==> config.mk <==
export PLATFORM = sky130hd
export DESIGN_NAME = frame_update_ctrl
export DESIGN_NICKNAME = d
export VERILOG_FILES = /design/src/rtl/frame_update_ctrl.sv
export SDC_FILE = /design/constraint.sdc
export NUM_CORES = 1
export LEC_CHECK = 0
export BUFFER_PORTS_ARGS = -buffer_cell sky130_fd_sc_hd__buf_2
export CAP_MARGIN = 10
export CORE_MARGIN = 2
export CORE_UTILIZATION = 50
export CTS_BUF_LIST = sky130_fd_sc_hd__clkbuf_8
export CTS_CLUSTER_DIAMETER = 200
export DETAILED_ROUTE_END_ITERATION = 8
export PLACE_DENSITY = 0.74
export SYNTH_ARGS = -nofsm -noshare
export SYNTH_HDL_FRONTEND = slang
export SYNTH_SLANG_ARGS = --single-unit
==> constraint.sdc <==
create_clock -name sys_clk_i -period 2 [get_ports sys_clk_i]
set_input_delay 0.1 -clock sys_clk_i [delete_from_list [all_inputs] [get_ports sys_clk_i]]
set_output_delay 0.1 -clock sys_clk_i [all_outputs]
set_load 0.005 [all_outputs]
==> src/rtl/frame_update_ctrl.sv <==
// frame_update_ctrl
//   Buffers a 10-byte game-state packet received over SPI and commits it to
//   the game-state register block only during VGA vertical blanking, so the
//   frame being scanned out never sees a half-updated state.
// Ports
//   sys_clk_i     system clock (single domain)
//   sys_rst_i     synchronous active-high reset
//   pkt_start_i   one-cycle pulse at chip-select assert
//   byte_valid_i  one-cycle strobe qualifying byte_i
//   byte_i        received SPI byte
//   vblank_i      high during vertical blanking
//   data_o        committed packet, data_o[0] = ball_x lo ... data_o[9] = score_r
//   data_ready_o  one-cycle strobe, data_o already stable
//   pending_o     complete packet waiting for vblank
//   drop_cnt_o    saturating count of discarded packets
module frame_update_ctrl #(
  parameter int unsigned TIMEOUT_CYCLES = 50000,
  parameter bit          CHECK_MSB      = 1'b1
) (
  input  logic             sys_clk_i,
  input  logic             sys_rst_i,
  input  logic             pkt_start_i,
  input  logic             byte_valid_i,
  input  logic [7:0]       byte_i,
  input  logic             vblank_i,
  output logic [0:9][7:0]  data_o,
  output logic             data_ready_o,
  output logic             pending_o,
  output logic [7:0]       drop_cnt_o
);

  localparam int TW = $clog2(TIMEOUT_CYCLES + 1);
  localparam logic [TW-1:0] TMO_LAST = TW'(TIMEOUT_CYCLES - 1);

  localparam logic [1:0] ST_IDLE    = 2'd0;
  localparam logic [1:0] ST_COLLECT = 2'd1;
  localparam logic [1:0] ST_PENDING = 2'd2;
  localparam logic [1:0] ST_COMMIT  = 2'd3;

  logic [1:0]       state;
  logic [0:9][7:0]  shadow;
  logic [3:0]       idx;
  logic [TW-1:0]    tmo_cnt;
  logic             msb_bad;
  logic             last_byte;
  logic             tmo_hit;
  logic             drop_evt;

  // Odd bytes are the high halves of 10-bit coordinates; only bits [1:0]
  // may be set. All odd bytes are already in the shadow when byte 9 lands.
  always_comb begin
    msb_bad   = CHECK_MSB && ((|shadow[1][7:2]) || (|shadow[3][7:2]) ||
                              (|shadow[5][7:2]) || (|shadow[7][7:2]));
    last_byte = (state == ST_COLLECT) && byte_valid_i && (idx == 4'd9);
    tmo_hit   = (state == ST_COLLECT) && !byte_valid_i && (tmo_cnt == TMO_LAST);
    // pkt_start_i outranks the COLLECT-internal drop causes, so at most one
    // drop event can occur per cycle.
    if (pkt_start_i)
      drop_evt = (state == ST_COLLECT) || (state == ST_PENDING);
    else
      drop_evt = (last_byte && msb_bad) || tmo_hit;
  end

  assign pending_o = (state == ST_PENDING);

  always_ff @(posedge sys_clk_i) begin
    if (sys_rst_i) begin
      state        <= ST_IDLE;
      shadow       <= '0;
      idx          <= '0;
      tmo_cnt      <= '0;
      data_o       <= '0;
      data_ready_o <= 1'b0;
      drop_cnt_o   <= '0;
    end else begin
      data_ready_o <= 1'b0;
      if (drop_evt && (drop_cnt_o != 8'hFF))
        drop_cnt_o <= drop_cnt_o + 8'd1;

      // The commit reads the shadow before any same-cycle restart
      // overwrites shadow[0], so a restart during COMMIT loses nothing.
      if (state == ST_COMMIT) begin
        data_o       <= shadow;
        data_ready_o <= 1'b1;
      end

      if (pkt_start_i) begin
        state   <= ST_COLLECT;
        tmo_cnt <= '0;
        if (byte_valid_i) begin
          shadow[0] <= byte_i;
          idx       <= 4'd1;
        end else begin
          idx <= 4'd0;
        end
      end else begin
        case (state)
          ST_COLLECT: begin
            if (byte_valid_i) begin
              shadow[idx] <= byte_i;
              idx         <= idx + 4'd1;
              tmo_cnt     <= '0;
              if (idx == 4'd9)
                state <= msb_bad ? ST_IDLE : ST_PENDING;
            end else if (tmo_hit) begin
              state   <= ST_IDLE;
              idx     <= '0;
              tmo_cnt <= '0;
            end else begin
              tmo_cnt <= tmo_cnt + 1'b1;
            end
          end
          ST_PENDING: if (vblank_i) state <= ST_COMMIT;
          ST_COMMIT:  state <= ST_IDLE;
          default:    state <= ST_IDLE;
        endcase
      end
    end
  end

endmodule

* After elaboration in Yosys (flattened, before gate mapping) *
Cells that the tools add are included.

storage, ports and cells
  register bits = 191
  input bits = 13
  output and inout bits = 90
  word-level logic and storage cells = 93

cells by class
  $add $sub $neg = 3
  order comparisons = 2
  eq/ne operators = 12
  muxes and demuxes = 23
  bitwise logic cells = 2
  reductions and logical operators = 25

operators with widths
  operator                                            number
  two-way mux 80 bit                                  2
  bitwise mux 80 bit                                  1
  demux 8 bit (select 4 bit)                          1
  two-way mux 16 bit                                  2
  two-way mux 8 bit                                   3
  OR reduction 6 bit                                  4
  adder 16 x 1 -> 16 bit, second input constant       1
  == test 16 bit, second input constant               1
  two-way mux 4 bit                                   4
  two-way mux 2 bit                                   5
  inequality test 3 bit, second input constant        3
  AND reduction 3 bit                                 3
  adder 8 x 1 -> 8 bit, second input constant         1
  inequality test 4 bit, second input constant        2
  inequality test 8 bit, second input constant        1
  logical AND 1 bit                                   7
  >= comparator 5 bit, second input constant          1
  logical OR 1 bit                                    5
  < comparator 5 x 1 -> 1 bit, second input constant  1
  inverter 4 -> 5 bit                                 1
  adder 4 x 1 -> 4 bit, second input constant         1
  == test 2 bit, second input constant                2
  == test 4 bit, second input constant                1
  two-way mux 1 bit                                   4
  other kinds (9)                                     10

* Logic depth before layout (Yosys ltp) *
Gate-level depths: netlist of run 1.

  word-level depth = 9
  depth in mapped cells = 9

* Worst setup path after synthesis of run 1 *
Ideal clock, no wire load.

  path type = flip-flop to flip-flop
  start point = register state[0]
  end point = register drop_cnt_o[7]
  setup time = 0.123 ns
  data arrival time = 1.971 ns
  path slack = -0.095 ns
  cell stages (with the launch flop) = 9
  path buffers = 1
  cell sequence = dfxtp_1 ha_1 nand2_2 nor4_4 buf_6 o21ai_2 a32oi_4 and4_1 mux2_1

on the way
  cells in the longest elaborated chain, start to end = 7
  elaborated cells on any way between the ends = 11
  those cells by class = 2 x eq/ne; 1 x mux; 8 x reduce/logical

RTL lines
  item                             RTL line    source
  from (decl)                      40          logic [1:0] state;
  from (signal assigned)           104         state <= msb_bad ? ST_IDLE : ST_PENDING;
  == test 2 x 1 -> 1 bit           54, 55, 59
  logical AND 1 bit (2 in series)  54          last_byte = (state == ST_COLLECT) && byte_valid_i && (idx == 4'd9);
  logical AND 1 bit                61          drop_evt = (last_byte && msb_bad) || tmo_hit;
  logical OR 1 bit                 61
  two-way mux 1 bit *              58          if (pkt_start_i)
  logical AND 1 bit *              77          if (drop_evt && (drop_cnt_o != 8'hFF))
  to (signal assigned)             78          drop_cnt_o <= drop_cnt_o + 8'd1;
  to (decl)                        29          output logic [7:0] drop_cnt_o

Every way passes the cells marked *; elsewhere a longest branch is shown, timed or not.
A chain may end at the register's enable or synchronous reset.

* Worst setup path in the final report of run 1 *
  start point = register shadow[50] (netlist bit)
  end point = register drop_cnt_o[7]

on the way
  cells in the longest elaborated chain, start to end = 8

RTL lines
  item                               RTL line  source
  from (decl)                        41        logic [0:9][7:0] shadow;
  from (signal, indexed assignment)  100       shadow[idx] <= byte_i;
  OR reduction 6 bit                 52        msb_bad = CHECK_MSB && ((|shadow[1][7:2]) || (|shadow[3][7:2]) ||
  logical OR 1 bit (2 in series)     52
  logical OR 1 bit                   53        (|shadow[5][7:2]) || (|shadow[7][7:2]));
  logical AND 1 bit                  61
  logical OR 1 bit                   61
  two-way mux 1 bit                  58
  logical AND 1 bit                  77

No other way between the ends.

==> impl_metrics.tcl, run 1 <==
set metrics [dict create \
    cp-end-kind "register" \
    grt-ovfl-total 0 \
    clkPwrFrac 0.385 \
    p_int_uw 5080 \
    cts_buffers 17 \
    ios 103 \
    utilization 0.614 \
    synthToLayoutAreaGrowth_pct 20.5 \
    synth_xor_area_frac 0.0191 \
    grt_setup_unrepaired "true" \
    path_clk_slew_ns 0.10 \
    fin_nets 898 \
    final_hold_viol_count 0 \
    die_y_um 125 \
    clk-insertion-delay-late_ns 0.47 \
    grt_start_max_net_pins 122 \
    start_util 0.510 \
    cts_sinks 191 \
    power_density_mw_per_mm2 754 \
    drv_slew 0 \
    die_x_um 125 \
    min_period_ns 1.97 \
    p_sw_uw 1600 \
    ir_drop_mv 0.550 \
    finalSetupViolCount 0 \
    drc 0 \
    p_sw_frac 0.240 \
    dieArea_mm2 0.0157 \
    synthSimpleGateAreaFrac 0.181 \
    wl_met3_um 885 \
    worst_pin_slew_ns 0.535 \
    grt_usage 0.212 \
    synthesis.instances 761 \
    cts_root_buffer "clkbuf_8" \
    vias_per_cell 5.17 \
    num_rows 44 \
    diodes 0 \
    synthTopCellsByArea "dfxtp_1, mux2i_1, nor2_1" \
    slew_headroom 0.644 \
    p_leak_uw 0.00347 \
    cp_data_arrival_time_ns 2.33 \
    antenna_found_initial 0 \
    ys_ff_latch 191 \
    hold_ws_ns 0.0421 \
    routedLengthMet1_um 7850 \
    postRouteAntennaNets 0 \
    grt_pass1_vias 5288 \
    synth_compound_gate_area_share 0.0379 \
    cts-htree-levels 4 \
    ys.warnings.count 0 \
    synth_cell_types 43 \
    synth_edf_count 0 \
    netlist_area_mm2 0.00735 \
    maxCapViolCount 0 \
    skew_ns 0.0156 \
    drt_first_pass_iters 5 \
    postSynth.asyncResetShare 0 \
    yosys.area.top_type "dfxtp_1" \
    drt_iter0_markers 388 \
    synthesis.nets 783 \
    power_frac_seq 0.574 \
    place_congestion 0.861 \
    fillers 1234 \
    yosysTopAreaCellShare 0.520 \
    grt_pass1_wl_um 27100 \
    drive_above_1_share 0.228 \
    dp_hpwl_um 10800 \
    yosysMostFrequentCell "dfxtp_1" \
    cts_buffer_depth 2 \
    max_freq_mhz 507 \
    critPathKind "register to register" \
    status "finished, final reports clean" \
    routed_wl_um 16300 \
    wl_per_cell_um 15.2 \
    avgSynthCellArea_um2 9.66 \
    synth_top_family_by_area "multiplexers" \
    top_layer_used "met4" \
    synth_commonest_cells "dfxtp_1, nor2_1, mux2i_1" \
    finalCritPeriodShare 0.986 \
    synthAdderAreaFrac 0.0153 \
    core_mm2 0.0144 \
    cts_tree "built" \
    cp.required_ns 2.36 \
    synth_top_flop_cell "dfxtp_1" \
    muxShareOfSynthArea 0.193 \
    crit_fanout 5 \
    start_kind "register" \
    comb_power_share 0.041 \
    hold_path_class "input port to register" \
    total_power_uw 6680 \
    met2_wirelength_um 7400 \
    vias 5551 \
    synth-seq-area-share 0.520 \
    numPortBuffers 102 \
]
-- worst max-delay path, stage by stage, from the launching register on --
cell and delay [ns]:
dfxtp_1 0.34, nor4_2 0.38, nand4_1 0.27, o21ai_4 0.25
a32oi_4 0.09, and4_1 0.24, mux2_4 0.29
-- metrics by stage --
stage	instance area (um^2)	TNS [ns]	std cells	worst slack, ns
2_1_floorplan	7380	-0.0204	761	-0.0204
3_3_place_gp	8330	-0.0478	1033	-0.0478
3_5_place_dp	8330	-0.0844	1033	-0.0735
4_1_cts	8790	0	1069	0.00689
5_1_grt	8860	-0.0521	1073	-0.0481
6_report	8860	0	1073	0.0288
-- cell families (layout without fill, tap and decap cells) --
family	count (synthesis)	count (layout)
adder cells (fa/ha/maj)	9	9
multiplexers	141	141
flip-flops	191	191
AND/OR/NAND/NOR	297	297
AO/OA/AOI/OAI	45	45
buffers and inverters	62	190
XOR/XNOR	16	16
-- routing by layer --
metal,up-vias,GRT usage
met4,0,0.0569
met3,14,0.0616
li1,2782,-
met2,134,0.329
met1,2621,0.292
met5,-,0
-- power by group through the flow --
stage,registers (uW),clock network (uW),logic (uW)
after floorplan,3920,0,164
final,3830,2570,274
after global routing,3830,2810,299
after detailed placement,3920,0,259
after CTS,3830,2630,268
after global placement,3920,0,260
-- cells in the final DEF (no fill, tap or decap), drive strengths merged, types with 7 or more instances in the layout --
cell type	Yosys	layout
nand2	39	39
nand4	8	8
buf	13	146
clkbuf	41	18
nand3	32	32
xnor2	11	11
dfxtp	191	191
nor2	175	175
inv	8	15
nor4	8	8
a21oi	30	30
nor2b	7	7
mux2i	137	137
ha	9	9
-- area by class of cell --
type | count | area (um^2) | area share
Sequential cell | 191 | 3830 | 0.432
Multi-Input combinational cell | 508 | 3370 | 0.380
Timing Repair Buffer | 150 | 996 | 0.112
Clock buffer | 18 | 248 | 0.0280
Tap cell | 184 | 230 | 0.0260
Clock inverter | 14 | 159 | 0.0179
Inverter | 8 | 30.0 | 0.00339
-- what timing repair did --
item	in CTS	in global routing
setup buffers	0	4
gates resized for setup	2	13
pin swaps	0	2
hold buffers	4	0
hold endpoints to repair	5	0
endpoints found under the setup margin	33	25
-- flip-flops by register name, indices dropped and copies added (netlist names) --
register / cells
data_o: 80
data_ready_o: 1
drop_cnt_o: 8
idx: 4
shadow: 80
state: 2
tmo_cnt: 16
-- worst paths after layout --
path | start | end | slack, ns | depth (start not counted)
setup / recovery | shadow[50] | drop_cnt_o[7] | 0.03 | 6
setup reg to reg | shadow[50] | drop_cnt_o[7] | 0.03 | 6
hold / removal | byte_i[3] | shadow[51] | 0.04 | 3
hold reg to reg | shadow[56] | shadow[56] | 0.46 | 2
Note: power is estimated with default switching activity, not from simulation.
==> run 2, diff against run 1 <==
--- a/config.mk
+++ b/config.mk
@@ -14,2 +14,3 @@
 export DETAILED_ROUTE_END_ITERATION = 8
+export GPL_TIMING_DRIVEN = 0
 export PLACE_DENSITY = 0.74
==> constraint.sdc (replaced) <==
create_clock -name sys_clk_i -period 2 [get_ports sys_clk_i]
set_input_delay 0.3 -clock sys_clk_i [delete_from_list [all_inputs] [get_ports sys_clk_i]]
set_output_delay 0.3 -clock sys_clk_i [all_outputs]
set_load 0.005 [all_outputs]
==> run 2 against run 1 <==
The flow now finishes with violations (negative setup slack). Sequential share of layout area increased by 1.2 points. Critical endpoint unchanged. Via count up 1.1%. Sequential cell count stayed put. Setup slack worse by 0.086 ns. Wire length increased by 2.9%. Hold slack improved by 0.12 ns. Non-clock buffer count rose by 3. Largest power group unchanged. Power shrank 0.14%. Sequential power about the same. Clock skew fell by 0.0015 ns.
==> impl_metrics.tcl, run 2 (synthesis results as in run 1) <==
set metrics [dict create \
    grt_usage 0.215 \
    path_clk_slew_ns 0.09 \
    ir_drop_mv 0.716 \
    drv_slew 0 \
    utilization 0.599 \
    dp_hpwl_um 11400 \
    reg.largest.list "data_o: 80 flops, shadow: 80 flops, tmo_cnt: 16 flops" \
    synthToLayoutAreaGrowth_pct 17.5 \
    place_inst 1038 \
    drt_first_pass_iters 5 \
    p_leak_uw 0.00337 \
    stdcell_area_mm2 0.00864 \
    min_path_cells 4 \
    grt_setup_unrepaired "true" \
    cts_tree "built" \
    vias_per_cell 5.22 \
    power_frac_seq 0.574 \
    routed_wl_um 16800 \
    postRouteAntennaNets 0 \
    cts_root_buffer "clkbuf_8" \
    grt_start_max_net_pins 18 \
    reg2reg_depth 6 \
    fin_nets 901 \
    critPathKind "register to register" \
    start_kind "register" \
    grt_pass1_vias 5230 \
    numPortBuffers 93 \
    hold_path_class "input port to register" \
    finalSetupViolCount 1 \
    final_cell_mix "dfxtp_1, nor2_1, mux2i_1, buf_2, nand2_1" \
    final_hold_viol_count 0 \
    clkPwrFrac 0.386 \
    power_density_mw_per_mm2 772 \
    setup_ws_ns -0.0575 \
    p_sw_frac 0.241 \
    num_rows 44 \
    ctsHoldBuffers 0 \
    p_sw_uw 1610 \
    cts-htree-levels 4 \
    drive_above_1_share 0.198 \
    grt_pass1_wl_um 26800 \
    total_power_uw 6670 \
    cp-end-kind "register" \
    grt-ovfl-total 0 \
    crit_fanout 7 \
    wl_per_cell_um 15.6 \
    dpl-instance-area_mm2 0.00808 \
    ios 103 \
    drc 0 \
    drt_iter0_markers 399 \
    die_y_um 125 \
    maxCapViolCount 0 \
    clk-insertion-delay-late_ns 0.49 \
    cts_buffers 17 \
    place_congestion 0.804 \
    skew_ns 0.0141 \
    p_int_uw 5060 \
    place_ws_ns -0.250 \
    violations "negative setup slack" \
    slew_headroom 0.467 \
    final_common_cell "dfxtp_1" \
    status "finished with violations" \
    core_mm2 0.0144 \
    worst_pin_slew_ns 0.799 \
    dieArea_mm2 0.0157 \
    diodes 0 \
    vias 5612 \
    cp_data_arrival_time_ns 2.44 \
    final_cells 1076 \
    cts_buffer_depth 2 \
    antenna_found_initial 0 \
    cp.required_ns 2.38 \
    cts_sinks 191 \
    die_x_um 125 \
    min_period_ns 2.06 \
    max_freq_mhz 486 \
    finalCritPeriodShare 1.03 \
    comb_power_share 0.040 \
    start_util 0.510 \
]
==> run 2: changes by cell type in the layout (fill, tap and decap cells not counted), sizes merged <==
cell,before,now
inv,15,14
dlygate4sd3,4,0
clkinv,2,6
clkbuf,18,56
clkinvlp,3,0
buf,146,115
==> run 2: worst paths after layout <==
kind / start / endpoint / slack, ns
min reg2reg: shadow[48] / shadow[48] / 0.46
min: vblank_i / state[1] / 0.16
max: tmo_cnt[7] / drop_cnt_o[7] / -0.06
max reg2reg: tmo_cnt[7] / drop_cnt_o[7] / -0.06
==> run 2: final cells by class <==
type	instances	area [um^2]
fillers	1275	5780
clock inverters	14	159
flip-flops and latches	191	3830
well taps	184	230
plain buffers	50	224
inverters	8	30.0
repair buffers	103	557
clock buffers	18	248
multi-input cells	508	3360
==> run 2: per-layer routing <==
metal  vias up  GRT usage  routed length, um
met1      2662      0.287               7820
met4         0     0.0621                256
met2       138      0.339               7760
met3        23     0.0676                915
li1       2789          -                  -
met5         -          0                  0
==> run 2: timing repair <==
item / CTS / global route
setup endpoints to repair: 146 / 134
hold endpoints to repair: 0 / 0
resized for setup: 13 / 19
pin swaps: 5 / 4
buffers inserted: 6 / 4
==> run 2: power groups by stage <==
stage / logic [uW] / registers (uW) / clock network (uW)
finish: 265 / 3830 / 2570
global route: 287 / 3830 / 2770
CTS: 253 / 3830 / 2600
detailed placement: 244 / 3920 / 0
global placement: 243 / 3920 / 0
floorplan: 164 / 3920 / 0
==> run 2: metrics by stage <==
| step | TNS [ns] | hold WS, ns |
|---|---|---|
| 3_3_place_gp | -10.86 | 0.444 |
| 2_1_floorplan | -0.0204 | 0.436 |
| 6_report | -0.0575 | 0.158 |
| 3_5_place_dp | -12.29 | 0.449 |
| 4_1_cts | -1.80 | 0.146 |
| 5_1_grt | -0.715 | 0.180 |
==> run 2: worst max-delay path, cell delays in order (launching register included) <==
cell	delay (ns)
dfxtp_2	0.35
nor4b_4	0.28
nand4_1	0.19
o31a_1	0.33
a32oi_4	0.26
and4_1	0.26
mux2_4	0.30
